## src/rtl/clock_gen_if.sv

```systemverilog
// Control and output bundle of the core clock generator.
// master = generator side, slave = consumer that sets en/div and watches the clock.
interface clock_gen_if #(
  parameter int DIV_WIDTH = 8
);
  logic                 en;
  logic [DIV_WIDTH-1:0] div;
  logic                 clk_out;
  logic                 rise_tick;
  logic                 fall_tick;
  logic                 sys_reset_n;
  logic [31:0]          cycle_count;

  modport master (
    input  en, div,
    output clk_out, rise_tick, fall_tick, sys_reset_n, cycle_count
  );

  modport slave (
    output en, div,
    input  clk_out, rise_tick, fall_tick, sys_reset_n, cycle_count
  );
endinterface

```

## src/rtl/clock_gen.sv

```systemverilog
// Core clock divider with edge ticks, stretched power-on reset and core-cycle counter.
// All outputs are registered in the reference clock domain.
module clock_gen #(
  parameter int DIV_WIDTH   = 8,
  parameter int DEFAULT_DIV = 2,
  parameter int POR_CYCLES  = 4
) (
  input  logic         clk,
  input  logic         reset,
  clock_gen_if.master  bus
);

  localparam int POR_W = (POR_CYCLES < 1) ? 1 : $clog2(POR_CYCLES + 1);
  localparam logic [DIV_WIDTH-1:0] DEF_N   = DIV_WIDTH'(DEFAULT_DIV);
  localparam logic [DIV_WIDTH-1:0] MIN_N   = DIV_WIDTH'(2);
  localparam logic [POR_W-1:0]     POR_MAX = POR_W'(POR_CYCLES);

  logic [DIV_WIDTH-1:0] cnt;
  logic [DIV_WIDTH-1:0] n_act;
  logic [DIV_WIDTH-1:0] n_next;
  logic [DIV_WIDTH:0]   high_len;
  logic                 boundary;
  logic                 fall_now;

  logic                 clk_out_q;
  logic                 rise_q;
  logic                 fall_q;
  logic                 sys_reset_n_q;
  logic [31:0]          cycle_count_q;
  logic [POR_W-1:0]     por_cnt;

  // NOTE: every always_comb output gets a value on every path, so no latch is inferred.
  always_comb begin
    n_next   = (bus.div < MIN_N) ? MIN_N : bus.div;
    // One extra bit so ceil(N/2) cannot overflow at the largest ratio.
    high_len = ({1'b0, n_act} + (DIV_WIDTH+1)'(1)) >> 1;
    boundary = (cnt == n_act - DIV_WIDTH'(1));
    fall_now = (({1'b0, cnt} + (DIV_WIDTH+1)'(1)) == high_len);
  end

  // NOTE: sequential state uses non-blocking assignments so every register samples pre-edge values.
  always_ff @(posedge clk or negedge reset) begin
    if (!reset) begin
      cnt           <= DEF_N - DIV_WIDTH'(1);
      n_act         <= DEF_N;
      clk_out_q     <= 1'b0;
      rise_q        <= 1'b0;
      fall_q        <= 1'b0;
      cycle_count_q <= '0;
    end else begin
      rise_q <= 1'b0;
      fall_q <= 1'b0;
      if (bus.en) begin
        if (boundary) begin
          // The ratio is only taken here, so a running period is never cut short.
          cnt           <= '0;
          n_act         <= n_next;
          clk_out_q     <= 1'b1;
          rise_q        <= 1'b1;
          cycle_count_q <= cycle_count_q + 32'd1;
        end else begin
          cnt <= cnt + DIV_WIDTH'(1);
          if (fall_now) begin
            clk_out_q <= 1'b0;
            fall_q    <= 1'b1;
          end
        end
      end
    end
  end

  // Power-on stretch counts core rising edges, then releases one clk later.
  always_ff @(posedge clk or negedge reset) begin
    if (!reset) begin
      por_cnt       <= '0;
      sys_reset_n_q <= 1'b0;
    end else if (bus.en) begin
      if (boundary && (por_cnt != POR_MAX))
        por_cnt <= por_cnt + POR_W'(1);
      if (por_cnt == POR_MAX)
        sys_reset_n_q <= 1'b1;
    end
  end

  assign bus.clk_out     = clk_out_q;
  assign bus.rise_tick   = rise_q;
  assign bus.fall_tick   = fall_q;
  assign bus.sys_reset_n = sys_reset_n_q;
  assign bus.cycle_count = cycle_count_q;

endmodule

```

## src/flat_wrapper.sv

```systemverilog
// flat-port wrapper written by rule: the top's interface ports become plain ports
module clock_gen_flat 
#(
  parameter int DIV_WIDTH   = 8,
  parameter int DEFAULT_DIV = 2,
  parameter int POR_CYCLES  = 4
)
  (clk, reset, bus_en, bus_div, bus_clk_out, bus_rise_tick, bus_fall_tick, bus_sys_reset_n, bus_cycle_count);
  clock_gen_if #(.DIV_WIDTH(DIV_WIDTH)) bus_i ();
  input  logic clk;
  input  logic reset;
  input wire logic [$bits(bus_i.en)-1:0] bus_en;
  input wire logic [$bits(bus_i.div)-1:0] bus_div;
  output wire logic [$bits(bus_i.clk_out)-1:0] bus_clk_out;
  output wire logic [$bits(bus_i.rise_tick)-1:0] bus_rise_tick;
  output wire logic [$bits(bus_i.fall_tick)-1:0] bus_fall_tick;
  output wire logic [$bits(bus_i.sys_reset_n)-1:0] bus_sys_reset_n;
  output wire logic [$bits(bus_i.cycle_count)-1:0] bus_cycle_count;
  assign bus_i.en = bus_en;
  assign bus_i.div = bus_div;
  assign bus_clk_out = bus_i.clk_out;
  assign bus_rise_tick = bus_i.rise_tick;
  assign bus_fall_tick = bus_i.fall_tick;
  assign bus_sys_reset_n = bus_i.sys_reset_n;
  assign bus_cycle_count = bus_i.cycle_count;
  clock_gen #(.DIV_WIDTH(DIV_WIDTH), .DEFAULT_DIV(DEFAULT_DIV), .POR_CYCLES(POR_CYCLES)) u_core (.clk(clk), .reset(reset), .bus(bus_i));
endmodule
```

## config.mk

```make
export PLATFORM = sky130hd
export DESIGN_NAME = clock_gen_flat
export DESIGN_NICKNAME = d
export VERILOG_FILES = /design/src/rtl/clock_gen_if.sv /design/src/rtl/clock_gen.sv /design/src/flat_wrapper.sv
export SDC_FILE = /design/constraint.sdc
export NUM_CORES = 1
export LEC_CHECK = 0
export ABC_AREA = 1
export ABC_CLOCK_PERIOD_IN_PS = 6600
export BUFFER_PORTS_ARGS = -buffer_cell sky130_fd_sc_hd__buf_2
export CELL_PAD_IN_SITES_DETAIL_PLACEMENT = 1
export CELL_PAD_IN_SITES_GLOBAL_PLACEMENT = 1
export CORE_MARGIN = 2
export CORE_UTILIZATION = 43
export CTS_CLUSTER_DIAMETER = 60
export DETAILED_ROUTE_END_ITERATION = 10
export PLACE_DENSITY = 0.9
export SYNTH_ARGS = -nofsm -noshare
export SYNTH_HDL_FRONTEND = slang
export SYNTH_SLANG_ARGS = --single-unit
```

## constraint.sdc

```tcl
create_clock -name clk -period 6.6 [get_ports clk]
set_clock_uncertainty 0.05 [all_clocks]
set_input_delay 0.99 -clock clk [delete_from_list [all_inputs] [get_ports clk]]
set_output_delay 0.99 -clock clk [all_outputs]
set_load 0.02 [all_outputs]
```

==> results of run 1 <==
==> layout by cell type, fill, tap and decap left out, drive strengths merged <==
cell type / n
nor3: 19
nor2: 62
nor4: 4
clkbuf: 5
inv: 79
xor2: 28
nand3: 47
o22ai: 1
bufinv: 1
nand2: 214
a21oi: 2
clkinv: 3
dfrtp: 53
o21ai: 45
dfstp: 2
nand4: 13
xnor2: 3
o21bai: 1
ha: 6
buf: 47
==> routing by layer <==
layer	vias to the layer above	GRT usage (%)	wire (um)
met5	-	0	0
met4	0	8.85	325
met3	27	3.16	348
met2	67	47.7	6200
met1	1931	32.5	5280
li1	1937	-	-
==> flip-flops by register name, indices dropped and copies added, names as in the netlist <==
| register | flops |
|---|---|
| u_core.bus.cycle_count | 32 |
| u_core.cnt | 8 |
| u_core.n_act | 8 |
| u_core.por_cnt | 3 |
| u_core.bus.clk_out | 1 |
| u_core.bus.fall_tick | 1 |
| u_core.bus.rise_tick | 1 |
| u_core.bus.sys_reset_n | 1 |
==> report_power, final <==
group	switching (mW)	internal [mW]
sequential	0.167	0.454
combinational	0.616	0.291
clock	0.122	0.113
==> through the flow <==
step                      cell area (um^2)  total power, mW  util [%]
after detailed placement              4180             1.53      47.7
after floorplan                       3920             1.25         -
after CTS                             4290             1.77      49.0
after global placement                4180             1.46      47.7
after global routing                  4290             1.93      49.0
final                                 4290             1.76      49.0
==> path summary, 6_finish.rpt <==
check / to / cells after the start / slack [ns]
min in group asynchronous: u_core.bus.cycle_count[6] / 2 / 0.75
max reg2reg: u_core.bus.cycle_count[16] / 13 / 3.40
min reg2reg: u_core.bus.sys_reset_n / 1 / 0.43
max in group asynchronous: u_core.cnt[5] / 2 / 5.25
min: u_core.bus.sys_reset_n / 1 / 0.43
max: u_core.bus.cycle_count[16] / 13 / 3.40
==> cell families (layout without fill, tap and decap cells) <==
logic type	after synthesis	count (layout)	synth area share, %
AND/OR/NAND/NOR	359	359	39.1
flip-flops	55	55	35.2
AO/OA/AOI/OAI	49	49	6.35
adder cells (fa/ha/maj)	6	6	1.92
buffers and inverters	95	135	10.6
XOR/XNOR	31	31	6.93
==> final cells by class <==
class	instances	share of cell area, %
Inverter	80	7.00
Clock inverter	3	1.02
Timing Repair Buffer	47	5.54
Multi-Input combinational cell	445	49.6
Clock buffer	5	1.60
Sequential cell	55	32.1
Tap cell	108	3.15
==> worst max-delay path, stage by stage (launching register included) <==
cell,delay (ns)
dfstp_2,0.62
inv_1,0.07
ha_1,0.34
inv_1,0.06
nand2_1,0.06
nand2_1,0.06
inv_1,0.05
nand2_1,0.04
nor2_1,0.14
nand3_1,0.09
nor2_1,0.19
nand3_1,0.87
nand2_1,0.31
o21ai_1,0.10
==> impl_metrics.py, run 1 <==
metrics = {
    "run_status": {
        "status": "completed",
    },
    "setup_path": {
        "r2r-start": "u_core.n_act[1]",
        "crit_fanout": 32,
        "startpoint": "u_core.n_act[1]",
        "cp.required_ns": 6.71,
        "end_kind": "register",
        "arrival_ns": 3.32,
        "crit_path_start_kind": "register",
        "path_class": "register to register",
    },
    "sta": {
        "timing.final.hold_violations": 0,
        "worstMarginPinSlew_ns": 1.21,
        "relSlewSlack_pct": 19.1,
        "finalMaxSlewViolations": 0,
        "setup_viol": 0,
        "fin_ws_ns": 3.40,
        "period_share_pct": 48.5,
        "holdWs_ns": 0.434,
        "min_period_ns": 3.20,
        "max_freq_ghz": 0.312,
        "fin_tns_setup_ns": 0,
        "rsz0062_at_grt": "no",
    },
    "final_layout": {
        "register_area_mm2": 0.00138,
        "instances_no_fill": 743,
        "antenna_cells": 0,
        "syn_to_final_growth_pct": 9.48,
        "final_nets": 651,
        "multiInputGateArea_mm2": 0.00213,
        "num-fill-cells": 1186,
        "drive_above_1_share_pct": 12.1,
    },
    "synthesis": {
        "ys_async_sr_fraction_pct": 100,
        "synth_top_area_cell": "dfrtp_1",
        "ys_ff_latch": 55,
        "synthTopCellsByArea": "dfrtp_1, nand2_1, inv_1",
        "synth_cells": 595,
        "synth_top_area_share_pct": 33.8,
        "synth_edf_count": 0,
        "synth_flop_cell": "dfrtp_1",
        "yosys-top-cells-count": "nand2_1, inv_1, nor2_1",
        "syn-num-nets": 612,
        "synth_area_mm2": 0.00392,
        "syn_area_per_cell_um2": 6.59,
        "yosysWarnings": 0,
        "ys_seq_area_share_pct": 35.2,
        "synth.distinct_cells": 29,
        "yosysMostFrequentCell": "nand2_1",
    },
    "floorplanning": {
        "dieArea_mm2": 0.00990,
        "die_y_um": 99.5,
        "io_pins": 47,
        "start_util_pct": 44.7,
        "die_w_um": 99.5,
        "rows": 34,
        "core_area_mm2": 0.00876,
    },
    "detailed_routing": {
        "routedWlPerCell_um": 16.4,
        "drc_errors": 0,
        "wirelength_um": 12200,
        "vias": 3962,
        "dr.pass1.iters": 4,
        "antenna_left": 0,
        "drt-vias-per-instance": 5.33,
        "drtIter0Drc": 135,
    },
    "clock_network": {
        "cts.sinks": 55,
        "clk_latency_ns": 0.32,
        "cts_buffer_depth": 2,
        "numCtsBuffers": 5,
        "cts.reportedPaths.clkPinSlew_ns": 0.11,
        "post_cts_resized": 0,
        "postCtsSetupBuffers": 0,
        "cts_tree": "done",
        "ctsHoldBuffers": 0,
        "root_buffer": "clkbuf_8",
        "h-tree-depth": 2,
    },
    "global_routing": {
        "grt-ovfl-total": 0,
        "grt_pass1_vias": 4205,
        "grt_max_degree": 56,
        "grt_antenna_before_repair": 0,
        "gr-usage-all-layers_pct": 26.4,
        "grt_pass1_wl_um": 20900,
    },
    "power_and_ir_drop": {
        "power.density_mw_per_mm2": 411,
        "power.static_leakage_nw": 2.19,
        "ir_drop_v": 0.000211,
    },
    "place": {
        "detailed_place_hpwl_um": 9450,
        "place_congestion": 0.945,
        "io_buffer_count": 46,
        "placed_cells": 735,
        "post-place-ws_ns": 3.39,
    },
    "min_path": {
        "min_from": "u_core.bus.sys_reset_n",
        "hold_class": "register to register",
    },
    "job": {
        "drv_cap": 0,
    },
}
Power figures use the tool's default switching activity.
==> run 2, diff against run 1 <==
Settings changed: ABC_CLOCK_PERIOD_IN_PS 6600 to 3340, CORE_UTILIZATION 43 to 42, PLACE_DENSITY 0.9 to 0.88.
Clock period 6.6 ns to 3.34 ns, I/O delays scaled along.
==> impl_metrics.py, run 2 (synthesis gave the netlist of run 1 again) <==
metrics = {
    "detailed_routing": {
        "antenna_left": 0,
        "drt-vias-per-instance": 5.32,
        "routedWlPerCell_um": 15.6,
        "vias": 3975,
        "drtIter0Drc": 153,
        "dr.pass1.iters": 4,
        "drc_errors": 0,
        "wirelength_um": 11600,
    },
    "power_and_ir_drop": {
        "power.static_leakage_nw": 2.18,
        "comb_power_share_pct": 52.0,
        "clkPwrFrac_pct": 11.6,
        "ir_drop_v": 0.000344,
        "sw_frac_of_total_pct": 52.1,
        "p_switching_mw": 1.77,
        "power_mw": 3.39,
        "p_int_mw": 1.62,
        "power.density_mw_per_mm2": 793,
        "share_seq_of_total_power_pct": 36.4,
    },
    "sta": {
        "max_freq_ghz": 0.372,
        "rsz0062_at_grt": "no",
        "period_share_pct": 80.5,
        "finalMaxSlewViolations": 0,
        "holdWs_ns": 0.303,
        "timing.final.hold_violations": 0,
        "min_period_ns": 2.69,
        "setup_viol": 0,
        "fin_tns_setup_ns": 0,
        "worstMarginPinSlew_ns": 1.05,
        "relSlewSlack_pct": 29.8,
    },
    "setup_path": {
        "crit_fanout": 50,
        "r2r-start": "u_core.n_act[1]",
        "end_kind": "register",
        "path_class": "register to register",
        "r2r_end": "u_core.bus.cycle_count[26]",
        "arrival_ns": 2.88,
        "regToRegSetupSlack_ns": 0.65,
        "crit_path_start_kind": "register",
        "worst_r2r_path_depth": 14,
        "cp.required_ns": 3.53,
    },
    "clock_network": {
        "cts.reportedPaths.clkPinSlew_ns": 0.12,
        "ctsHoldBuffers": 0,
        "post_cts_resized": 0,
        "cts_buffer_depth": 2,
        "numCtsBuffers": 5,
        "cts_tree": "done",
        "clk_latency_ns": 0.32,
        "root_buffer": "clkbuf_8",
        "postCtsSetupBuffers": 0,
        "h-tree-depth": 2,
        "cts.sinks": 55,
    },
    "global_routing": {
        "grt_pass1_wl_um": 19600,
        "grt_antenna_before_repair": 0,
        "grt-ovfl-total": 0,
        "grt_max_degree": 51,
        "grt_pass1_vias": 4162,
        "gr-usage-all-layers_pct": 24.2,
    },
    "final_layout": {
        "fin_area_mm2": 0.00428,
        "num-fill-cells": 1263,
        "drive_above_1_share_pct": 12.3,
        "largest_register_ffs": 32,
        "antenna_cells": 0,
        "layout_commonest_cell": "nand2_1",
        "final_cell_mix": "nand2_1, inv_1, nor2_1, dfrtp_1",
        "instances_no_fill": 747,
        "syn_to_final_growth_pct": 9.22,
        "final_nets": 652,
    },
    "place": {
        "io_buffer_count": 46,
        "detailed_place_hpwl_um": 9220,
        "place_congestion": 0.897,
        "placed_area_mm2": 0.00419,
        "placed_cells": 739,
    },
    "run_status": {
        "status": "completed",
    },
    "job": {
        "drv_cap": 0,
    },
    "floorplanning": {
        "start_util_pct": 42.8,
        "die_y_um": 101,
        "io_pins": 47,
        "die_w_um": 101,
        "rows": 35,
        "dieArea_mm2": 0.0101,
        "core_area_mm2": 0.00915,
    },
    "min_path": {
        "hold_class": "input port to async pin",
    },
}
-- run 2: worst max path at each step --
stage / from / endpoint / slack (ns) / cells after the start
after floorplan: u_core.n_act[1] / u_core.bus.cycle_count[7] / 1.21 / 14
after global placement: u_core.n_act[1] / u_core.bus.cycle_count[19] / 0.81 / 14
after detailed placement: u_core.n_act[1] / u_core.bus.cycle_count[23] / 0.69 / 14
after CTS: u_core.n_act[1] / u_core.bus.cycle_count[26] / 0.64 / 14
after global routing: u_core.n_act[1] / u_core.bus.cycle_count[29] / 0.38 / 14
final: u_core.n_act[1] / u_core.bus.cycle_count[26] / 0.65 / 14
-- run 2: area by class of cell --
type	count	area [um^2]	area share, %
well taps	111	139	3.24
multi-input cells	445	2130	49.7
flip-flops and latches	55	1380	32.2
repair buffers	48	245	5.73
clock inverters	3	22.5	0.526
inverters	80	300	7.01
clock buffers	5	68.8	1.61
-- run 2: through the flow --
step	setup WS [ns]	utilization, %
final	0.651	46.8
after global routing	0.380	46.8
after CTS	0.637	46.8
after detailed placement	0.685	45.8
after global placement	0.811	45.8
after floorplan	1.21	-
-- run 2: power by group through the flow --
| stage | Combinational [mW] | Sequential (mW) | Clock, mW |
|---|---|---|---|
| 6_report | 1.76 | 1.24 | 0.395 |
| 5_1_grt | 2.00 | 1.27 | 0.432 |
| 4_1_cts | 1.78 | 1.23 | 0.408 |
| 3_5_place_dp | 1.77 | 1.24 | 0 |
| 3_3_place_gp | 1.68 | 1.22 | 0 |
| 2_1_floorplan | 1.19 | 1.29 | 0 |
-- run 2: per-layer routing --
layer	up-vias	routed length (um)	global-route usage, %
met5	-	0	0
li1	1942	-	-
met4	0	150	5.69
met3	14	305	2.64
met1	1955	5190	30.1
met2	64	5990	44.8
-- run 2: worst max-delay path, cell delays in order, from the launching register on --
cell and delay, ns:
dfstp_2 0.62, inv_1 0.06, ha_1 0.33, inv_1 0.06, nand2_1 0.06, nand2_1 0.06
inv_1 0.05, nand2_1 0.05, nor2_1 0.13, nand2_1 0.08, nor2_2 0.13, nand3_4 0.16
nor2_8 0.53, nand2_1 0.12, o21ai_1 0.11
